[config.mk]
export PLATFORM = sky130hd
export DESIGN_NAME = parking_keypad_entry
export DESIGN_NICKNAME = d
export VERILOG_FILES = /design/src/rtl/parking_keypad_entry.sv
export SDC_FILE = /design/constraint.sdc
export NUM_CORES = 1
export LEC_CHECK = 0
export ABC_CLOCK_PERIOD_IN_PS = 4900
export CAP_MARGIN = 10
export CORE_ASPECT_RATIO = 1.2
export CORE_UTILIZATION = 50
export DETAILED_ROUTE_END_ITERATION = 8
export HOLD_SLACK_MARGIN = 0.02
export PLACE_DENSITY = 0.78
export SETUP_SLACK_MARGIN = 0.05
export SLEW_MARGIN = 20
export SYNTH_ARGS = -nofsm -noshare
export SYNTH_HDL_FRONTEND = slang
export SYNTH_SLANG_ARGS = --single-unit
[constraint.sdc]
create_clock -name clk -period 4.9 [get_ports clk]
set_input_delay 0.98 -clock clk [delete_from_list [all_inputs] [get_ports clk]]
set_output_delay 0.98 -clock clk [all_outputs]
set_load 0.005 [all_outputs]
[src/rtl/parking_keypad_entry.sv]
// Purpose: two-digit parking keypad entry FSM that submits a code to the parking controller,
//          with a response window, a consecutive-failure lockout and an inactivity timeout.
// Latency: one cycle from a key strobe to the registered state/output update.
// Backpressure: none; keys that arrive in a state that cannot use them are dropped.
//
// Ports:
//   clk, reset (async, active-high)
//   key_code[3:0], key_valid, key_enter, key_clear : keypad strobes
//   entry_gate_open, lot_full                      : parking controller status
//   passcode_in[7:0], enter_req                    : submission to the parking controller
//   digit_count[1:0], fail_count[1:0], locked_out, busy : status
module parking_keypad_entry #(
    parameter int TIMEOUT_CYCLES = 1000,
    parameter int RESP_WINDOW    = 8,
    parameter int MAX_FAILS      = 3,
    parameter int LOCKOUT_CYCLES = 5000
) (
    input  logic       clk,
    input  logic       reset,
    input  logic [3:0] key_code,
    input  logic       key_valid,
    input  logic       key_enter,
    input  logic       key_clear,
    input  logic       entry_gate_open,
    input  logic       lot_full,
    output logic [7:0] passcode_in,
    output logic       enter_req,
    output logic [1:0] digit_count,
    output logic [1:0] fail_count,
    output logic       locked_out,
    output logic       busy
);

    localparam int TW = $clog2(TIMEOUT_CYCLES + 1);
    localparam int RW = $clog2(RESP_WINDOW + 1);
    localparam int LW = $clog2(LOCKOUT_CYCLES + 1);

    localparam logic [TW-1:0] TIMER_LAST = TW'(TIMEOUT_CYCLES - 1);
    localparam logic [RW-1:0] RESP_LAST  = RW'(RESP_WINDOW - 1);
    localparam logic [LW-1:0] LOCK_LAST  = LW'(LOCKOUT_CYCLES - 1);
    localparam logic [1:0]    FAIL_MAX   = 2'(MAX_FAILS);

    typedef enum logic [2:0] {
        IDLE,
        DIGIT1,
        READY,
        REQ,
        WAIT_RESP,
        LOCKOUT
    } state_t;

    state_t        state;
    logic [7:0]    passcode;
    logic [TW-1:0] idle_timer;
    logic [RW-1:0] resp_cnt;
    logic [LW-1:0] lock_cnt;
    logic [1:0]    fail_inc;

    // Saturating increment: fail_count never exceeds MAX_FAILS.
    assign fail_inc = (fail_count >= FAIL_MAX) ? FAIL_MAX : fail_count + 2'd1;

    always_ff @(posedge clk or posedge reset) begin
        if (reset) begin
            state       <= IDLE;
            passcode    <= 8'h00;
            idle_timer  <= '0;
            resp_cnt    <= '0;
            lock_cnt    <= '0;
            passcode_in <= 8'h00;
            enter_req   <= 1'b0;
            digit_count <= 2'd0;
            fail_count  <= 2'd0;
            locked_out  <= 1'b0;
            busy        <= 1'b0;
        end else begin
            enter_req <= 1'b0;
            case (state)
                // Clear and enter have no meaning here, but they still outrank
                // a same-cycle digit, which is then dropped.
                IDLE: begin
                    if (!key_clear && !key_enter && key_valid) begin
                        passcode    <= {key_code, 4'h0};
                        digit_count <= 2'd1;
                        idle_timer  <= '0;
                        state       <= DIGIT1;
                    end
                end

                DIGIT1: begin
                    if (key_clear) begin
                        digit_count <= 2'd0;
                        state       <= IDLE;
                    end else if (!key_enter && key_valid) begin
                        passcode[3:0] <= key_code;
                        digit_count   <= 2'd2;
                        idle_timer    <= '0;
                        state         <= READY;
                    end else if (idle_timer == TIMER_LAST) begin
                        digit_count <= 2'd0;
                        state       <= IDLE;
                    end else begin
                        idle_timer <= idle_timer + 1'b1;
                    end
                end

                READY: begin
                    if (key_clear) begin
                        digit_count <= 2'd0;
                        state       <= IDLE;
                    end else if (key_enter) begin
                        if (lot_full) begin
                            digit_count <= 2'd0;
                            state       <= IDLE;
                        end else begin
                            // Outputs registered on entry so they line up with REQ.
                            enter_req   <= 1'b1;
                            busy        <= 1'b1;
                            passcode_in <= passcode;
                            state       <= REQ;
                        end
                    end else if (idle_timer == TIMER_LAST) begin
                        digit_count <= 2'd0;
                        state       <= IDLE;
                    end else begin
                        idle_timer <= idle_timer + 1'b1;
                    end
                end

                REQ: begin
                    resp_cnt <= '0;
                    state    <= WAIT_RESP;
                end

                WAIT_RESP: begin
                    if (entry_gate_open) begin
                        fail_count  <= 2'd0;
                        digit_count <= 2'd0;
                        busy        <= 1'b0;
                        passcode_in <= 8'h00;
                        state       <= IDLE;
                    end else if (resp_cnt == RESP_LAST) begin
                        fail_count  <= fail_inc;
                        digit_count <= 2'd0;
                        busy        <= 1'b0;
                        passcode_in <= 8'h00;
                        if (fail_inc == FAIL_MAX) begin
                            locked_out <= 1'b1;
                            lock_cnt   <= '0;
                            state      <= LOCKOUT;
                        end else begin
                            state <= IDLE;
                        end
                    end else begin
                        resp_cnt <= resp_cnt + 1'b1;
                    end
                end

                LOCKOUT: begin
                    if (lock_cnt == LOCK_LAST) begin
                        locked_out <= 1'b0;
                        fail_count <= 2'd0;
                        state      <= IDLE;
                    end else begin
                        lock_cnt <= lock_cnt + 1'b1;
                    end
                end

                default: begin
                    state <= IDLE;
                end
            endcase
        end
    end

endmodule

==> results summary, run 1 <==
The startpoint identified for the worst register-to-register timing path is state[2]$_DFFE_PP0P_. The gate count of the mapped netlist is between 200 and 300. The number of levels in the clock H-tree came out at 2. The number of optimization iterations in the first detailed-route pass is 6. The residual overflow from global routing came out at 0. Ranked by instance count, the synthesized netlist is headed by 53 x sky130_fd_sc_hd__dfrtp_1, 23 x sky130_fd_sc_hd__nand2_1, 20 x sky130_fd_sc_hd__a21oi_1, 14 x sky130_fd_sc_hd__nand3_1, 13 x sky130_fd_sc_hd__o31ai_1. The overall power after layout came out at 1.403 mW. The final core utilization came out at 0.5916.

The largest vdd supply drop is 0.0001936 V. The flow ran to the end, but the final reports show violations. The initial antenna violation count came out at 0. The die area is 5938 µm². The wire length of the first global-routing pass came out at 10600 µm. The tree is rooted in a sky130_fd_sc_hd__clkbuf_8. After clock tree synthesis, the clock-pin slew on the worst setup and hold paths is 0.10 ns.

The worst slack on hold paths is between 0.4 and 0.5 ns. The number of global-route vias before repair is 2285. The count of routing violations after the opening detailed-route iteration is 155. Of all nets on the critical path, the largest fanout is 11. The maximum number of pins on one net before global-route repair is 54.

The overall fraction of global-route tracks in use came out at 0.2240. For this run, the register share of the synthesized area comes to 0.4709. The type of element capturing the critical path is a flip-flop. The post-synthesis net count came out at 298. Setup repair after global routing left no endpoint under its margin.

The total of warnings raised by yosys is 0. The quantity of I/O buffers inserted on ports is 25. TritonCTS created 5 clock buffers.

The placeable core region came out at 5370 µm². The number of distinct library cell variants in the gate-level netlist after synthesis came out at 54. The routed design has 6147 µm of wire.

The post-DP HPWL is approximately 4300 µm. The critical path is of the input port to flip-flop type. The cell area reported after detailed placement is 3088 µm².

The fraction of layout cells with a size suffix above 1 is 0.08581. For this design the ratio of total power to cell area is 441.8 nW/µm². The number of gates given a new drive strength after cts is 0.

The dominant register cell in the synthesized netlist is sky130_fd_sc_hd__dfrtp_1. The minimum setup slack after placement is 1.363 ns. The synthesized area per cell is 9.917 µm². Buffers added to address setup during post-CTS repair amount to 0. The number of nets still failing antenna checks after routing is 0. The post-layout minimum cycle time is 3.200 ns.

The final clock period utilization by the worst path is 0.6531. The via count came out at ~2.3k. At the worst endpoint, the required time is approximately 5 ns. The worst setup path is launched from an input port. The net count of the finished layout is 316. The number of non-filler instances in the completed layout came out at 365. After detailed routing, the average wire length per cell comes to 16.84 µm.

Ranked by total cell area, the synthesized netlist is headed by sky130_fd_sc_hd__dfrtp_1 47%, sky130_fd_sc_hd__a21oi_1 3.6%, sky130_fd_sc_hd__o31ai_1 3.5%. The setup-violating endpoint count in the final report is 0. The horizontal die dimension came out at 70.52 µm.

The number of buffers and inverters on the critical path came out at 1. The layout overhead on the synthesized area came out at 12.79%. Derived from the worst setup path, the maximum achievable clock frequency is around 310 MHz. The slowest stage of the critical path belongs to the cell sky130_fd_sc_hd__or4b_2. The initial standard-cell utilization of the core came out at 0.5245. The checks that failed: design-rule violations. For the worst-skew pair, the clock arrives at the later sink with an insertion delay of 0.31 ns. On the final layout, the worst clock skew is 0.01177 ns.

The min-delay analysis places its worst path in the category flip-flop to flip-flop. The share of flip-flops with an asynchronous set or reset after synthesis is 1.000. The initialized floorplan defines 29 standard-cell rows. The final count of hold timing violations is 0. The sum of negative setup slack came out at 0 ns.

In this run, placement finished with an instance count of 357. At the pin with the least slew margin, the transition time is around 0.92 ns. The clock passes through at most 2 buffers. The largest total area in the synthesized netlist belongs to sky130_fd_sc_hd__dfrtp_1. The post-route worst setup slack is 1.700 ns.

The antenna diode count came out at 0. The most critical setup path has its startpoint at key_enter. The number of I/O pins came out at 26.

The fraction of synthesized cell area taken by the top area cell type is 0.4709. The max-cap violation count is 0. The clock tree from TritonCTS is done. The final number of max-transition violations is 0.

The number of enable-type register cells in the synthesized netlist came out at 0. The number of sinks on the clock net is 53. For this run, design rule violations remaining after detail routing come to 3. The die is about 84 µm tall. Traced cell by cell, the critical path runs through clkdlybuf4s50_1 > or4b_2 > nor2_1 > a21oi_1 > a22o_1. Summing all non-filler instances in the final layout gives an area of 3177 µm². The via-per-instance ratio came out at between 6 and 7. The most frequent cell after synthesis is sky130_fd_sc_hd__dfrtp_1. The congestion estimate from routability-driven global placement came to roughly 0.82.

The critical hold path startpoint is passcode[2]$_DFFE_PP0P_. The largest single stage delay on the critical path is approximately 0.67 ns. The synthesized design contains 53 register bits. The total leakage power is approximately 1.3 nW. The top cell family by delay on the critical path is simple AND/OR/NAND/NOR gates. The cell area after synthesis is about 2800 µm². Measured against its own limit, the worst slew margin works out to 0.3835. STA puts the critical path data arrival time at 3.40 ns. In this run, post-CTS hold repair placed 0 buffers.
==> placed cells by master (no fill, tap or decap), drive strengths merged, types with 3 or more instances in the layout <==
master and n:
or4 13, nor2 8, and3 4, or3 4
nand4 10, mux2i 6, nand2 23, nand3 14
clkdlybuf4s50 25, nand3b 3, a21oi 20, mux2 4
clkbuf 6, nand2b 12, a22o 9, nor3 8
dfrtp 53, o31ai 13, inv 5, a21o 3
o21ai 12, nor4 4, ha 3
==> sequential cells by signal (all words and copies together) (netlist names) <==
signal       flops
busy             1
digit_count      2
enter_req        1
fail_count       2
idle_timer      10
lock_cnt        13
locked_out       1
passcode         8
passcode_in      8
resp_cnt         4
state            3
==> cell families after synthesis <==
family | synth area share
flops | 0.4709
fa+ha+maj | 0.01333
buf+inv | 0.03065
simple gates | 0.2474
compound gates | 0.1973
mux | 0.03732
xor+xnor | 0.003110
==> worst paths after layout <==
kind | to | cells past startpoint | slack [ns]
worst max-delay path | passcode_in[6]$_DFFE_PP0P_ | 5 | 1.70
worst min-delay path | passcode[2]$_DFFE_PP0P_ | 2 | 0.49
worst max register to register | passcode_in[6]$_DFFE_PP0P_ | 4 | 2.45
worst min register to register | passcode[2]$_DFFE_PP0P_ | 2 | 0.49
max in group asynchronous | state[1]$_DFFE_PP0P_ | 2 | 3.21
min in group asynchronous | lock_cnt[8]$_DFFE_PP0P_ | 2 | 1.15
==> area by class of cell <==
type / count / area [µm²]
sequential: 53 / 1326
inverter: 6 / 23.77
multi-input combinational: 210 / 1404
clock buffer: 6 / 72.57
timing repair buffer: 26 / 257.7
fill: 480 / 2193
tap: 62 / 77.57
clock inverter: 2 / 15.01
==> layer usage <==
| layer | wire (µm) | track usage | vias up |
|---|---|---|---|
| met5 | 0 | 0 | - |
| met4 | 101 | 0.09276 | 0 |
| met2 | 3086 | 0.3716 | 63 |
| li1 | - | - | 1124 |
| met3 | 232 | 0.03962 | 13 |
| met1 | 2727 | 0.2898 | 1149 |
==> worst register-to-register path, stage by stage (launching register included) <==
cell and delay (ns):
sky130_fd_sc_hd__dfrtp_1 0.51, sky130_fd_sc_hd__or4b_2 0.76, sky130_fd_sc_hd__nor2_1 0.54, sky130_fd_sc_hd__a21oi_1 0.29, sky130_fd_sc_hd__a22o_1 0.26
==> where the power goes <==
group | switching (mW) | internal [mW] | leakage (nW)
Sequential | 0.150 | 0.563 | 0.674
Combinational | 0.228 | 0.217 | 0.580
Clock | 0.146 | 0.101 | 0.0374
(Power assumes the default switching activity.)
==> run 2: changes to the inputs <==
- ABC_CLOCK_PERIOD_IN_PS: 4900 -> 2890
- PLACE_DENSITY: 0.78 -> 0.81
- clock period: 4.9 -> 2.89 ns (I/O delays scaled with it)
==> run 2 against run 1 <==
  * The run still ends with design-rule violations left
  * Combinational power rose by 77%
  * Clock power is 72% higher
  * Sequential share of layout area is 0.65 points lower
  * Highest routed layer unchanged
==> results summary, run 2 (synthesized netlist as in run 1, its figures left out) <==
The number of buffers and inverters on the critical path came out at 1. TritonCTS built the clock tree. The maximum buffer depth of the clock tree came out at 2. The number of sinks on the clock net came out at 53.

The largest vdd supply drop came out at 0.0004173 V. The die area came out at around 5900 µm². The number of nets at the end of the flow is around 320. The critical path depth in cells came out at 5. The quantity of I/O buffers inserted on ports is 25. The number of gates given a new drive strength after cts is 0.

Setup violations remaining at the end of the flow were counted as 0. The cts-stage hold buffer count came out at 0. The register with the most flip-flops in the layout has 13 of them.

The initial standard-cell utilization of the core came out at 0.5245. The number of placed instances with taps included is roughly 360. Headroom to the max-slew limit came out at 0.4721. The net switching power figure came out at 876.7 µW. In this run the most critical hold path is launched from passcode[2]$_DFFE_PP0P_. The worst hold path endpoint is passcode[2]$_DFFE_PP0P_.

The worst setup path is of the input port to flip-flop kind. Counting the fill cells in the layout gives 479. The total leakage power is 1.335 nW. The height of the die is 84.22 µm. The count of routing violations after the opening detailed-route iteration is 180. The final count of hold timing violations came out at 0. The number of core rows is 29.

The post-CTS clock slew at the launch and capture registers of the worst setup and hold paths came out at around 0.1 ns. At the pin with the least slew margin, the transition time is 0.7919 ns. The part of the total power dissipated in sequential elements came out at 0.492. From left edge to right edge, the die measures 70.52 µm. The share of total power in the clock network is 0.178.

The post-DP HPWL is approximately 4300 µm. The initial antenna violation count is 0. The cell chosen for the clock root is sky130_fd_sc_hd__clkbuf_8. The weighted congestion reported at the end of routability-driven placement is 0.8894. On the final layout, the worst clock skew is 0.007163 ns. The signal on the critical path passes through clkdlybuf4s50_1 > or4b_2 > nor2_1 > a21oi_1 > a22o_1. The post-CTS setup-driven buffer insertion count came out at 0. The via-per-instance ratio came out at ~6.3. The final layout contains routed wiring with a total length of 6081 µm. The pre-antenna-repair detailed-routing pass consisted of 6 iterations. The startpoint identified for the worst register-to-register timing path is state[0]$_DFFE_PP0P_.

The placeable core region is ~5400 µm². The average wire per standard cell came out at ~16 µm. The final number of max-transition violations came out at 0. In this run the worst hold path is classified as flip-flop to flip-flop. Of all nets on the critical path, the largest fanout is 11. The number of levels in the clock H-tree is 2. The count of nets left with antenna violations once routing finished came out at 0. In the final layout, the share of cells above drive strength 1 is 0.1065. Entering global routing, the biggest net connects 54 pins. Counting flops per register, the top entry is lock_cnt.

Setup repair after global routing left no endpoint under its margin. The layout overhead on the synthesized area came out at 14.57%. The critical path required time came out at ~3.1 ns.

Based on the critical path, the design can be clocked at up to 430.2 MHz. The total clock buffers created by CTS came out at 5. The power per cell area is ~740 nW/µm².

Leaving out filler cells and counting taps, the final layout contains 372. Across every metal layer, demand over resource in global routing totals 0.2234. The worst setup path is launched from an input port.

The number of cells on the worst reg-to-reg path is 5. The worst setup path is captured at a flip-flop. The top cell family by delay on the critical path is simple AND/OR/NAND/NOR gates. The residual overflow from global routing came out at 0. The number of I/O pins came out at 26. The slowest cell on the critical path is sky130_fd_sc_hd__clkdlybuf4s50_1. The wire length of the first global-routing pass is 10540 µm. The switching portion of total power is 0.3673. The tool flagged a number of max-cap violations equal to 0. The antenna diode count came out at 0. The instance count along the most critical hold path came out at 2. The largest registers in the layout are lock_cnt: 13 flops, idle_timer: 10 flops.

The final reports fail on design-rule violations. For flop-to-flop paths, the worst setup slack is 0.81 ns. In the layout the commonest cells are 53 x sky130_fd_sc_hd__dfrtp_1, 25 x sky130_fd_sc_hd__clkdlybuf4s50_1, 23 x sky130_fd_sc_hd__nand2_1. The via count came out at 2348.

The number of global-route vias before repair is roughly 2.2k. The internal power is approximately 1.5 mW. The largest stage delay on the critical path came out at ~0.66 ns. The run finished, with violations left. The sum of negative setup slack is 0 ns. Data arrives at the worst endpoint at 2.53 ns. In this run the critical register-to-register path is captured at resp_cnt[2]$_DFFE_PP0P_. The post-detailed-route DRC marker count came out at 2. Leaving out fill and tap cells, the most frequent cell in the layout is sky130_fd_sc_hd__dfrtp_1.

The final clock period utilization by the worst path is 0.8042. The share of total power dissipated in combinational logic is 0.329. The post-layout minimum cycle time is roughly 2.3 ns. The clock reaches the later pin of the worst-skew pair after 0.31 ns.
run 2: cell count changes in the layout (fill, tap and decap cells not counted), sizes merged:
cell	before	now
clkinvlp	2	0
buf	1	8
inv	5	7
run 2: worst min-delay path, delay by kind of cell (launching register included):
kind	cells	cell delay [ns]
flip-flops	1	0.36
AND/OR/NAND/NOR	2	0.10
run 2: layout make-up:
type / instances / area [µm²] / area share
Multi-Input combinational cell: 210 / 1404 / 0.4351
Clock buffer: 6 / 72.57 / 0.02249
Inverter: 6 / 22.52 / 0.006979
Timing Repair Buffer: 33 / 310.3 / 0.09616
Tap cell: 62 / 77.57 / 0.02404
Clock inverter: 2 / 13.76 / 0.004265
Sequential cell: 53 / 1326 / 0.4110
run 2: worst max path at each step:
stage,startpoint,endpoint,slack [ns]
5_1_grt,key_enter,passcode_in[2]$_DFFE_PP0P_,0.47
6_report,key_enter,passcode_in[7]$_DFFE_PP0P_,0.57
2_1_floorplan,key_clear,passcode[4]$_DFFE_PP0P_,0.86
4_1_cts,key_enter,passcode_in[2]$_DFFE_PP0P_,0.59
3_5_place_dp,key_enter,passcode_in[7]$_DFFE_PP0P_,0.27
3_3_place_gp,key_enter,digit_count[0]$_DFFE_PP0P_,0.33
run 2: layer usage:
metal | part of all wire | track usage | vias to the layer above
li1 | - | - | 1141
met2 | 0.51 | 0.3583 | 58
met5 | 0 | 0 | -
met3 | 0.038 | 0.04202 | 8
met4 | 0.015 | 0.07792 | 0
met1 | 0.44 | 0.3044 | 1141
run 2: power by group through the flow:
stage / Sequential, mW / Combinational (mW) / Clock, mW
6_report: 1.18 / 0.786 / 0.426
5_1_grt: 1.21 / 0.885 / 0.470
4_1_cts: 1.17 / 0.790 / 0.442
3_5_place_dp: 1.19 / 0.788 / 0
3_3_place_gp: 1.18 / 0.751 / 0
2_1_floorplan: 1.12 / 0.582 / 0
run 2: through the flow:
step | setup slack (ns) | power [mW] | util | cell area [µm²] | hold WS [ns]
after detailed placement | 0.2661 | 1.975 | 0.5848 | 3141 | 0.4631
final | 0.5657 | 2.387 | 0.6009 | 3227 | 0.4866
after global routing | 0.4651 | 2.569 | 0.6009 | 3227 | 0.5139
after floorplan | 0.8576 | 1.699 | - | 2816 | 0.4391
after CTS | 0.5899 | 2.405 | 0.6009 | 3227 | 0.4868
after global placement | 0.3341 | 1.932 | 0.5848 | 3141 | 0.4521
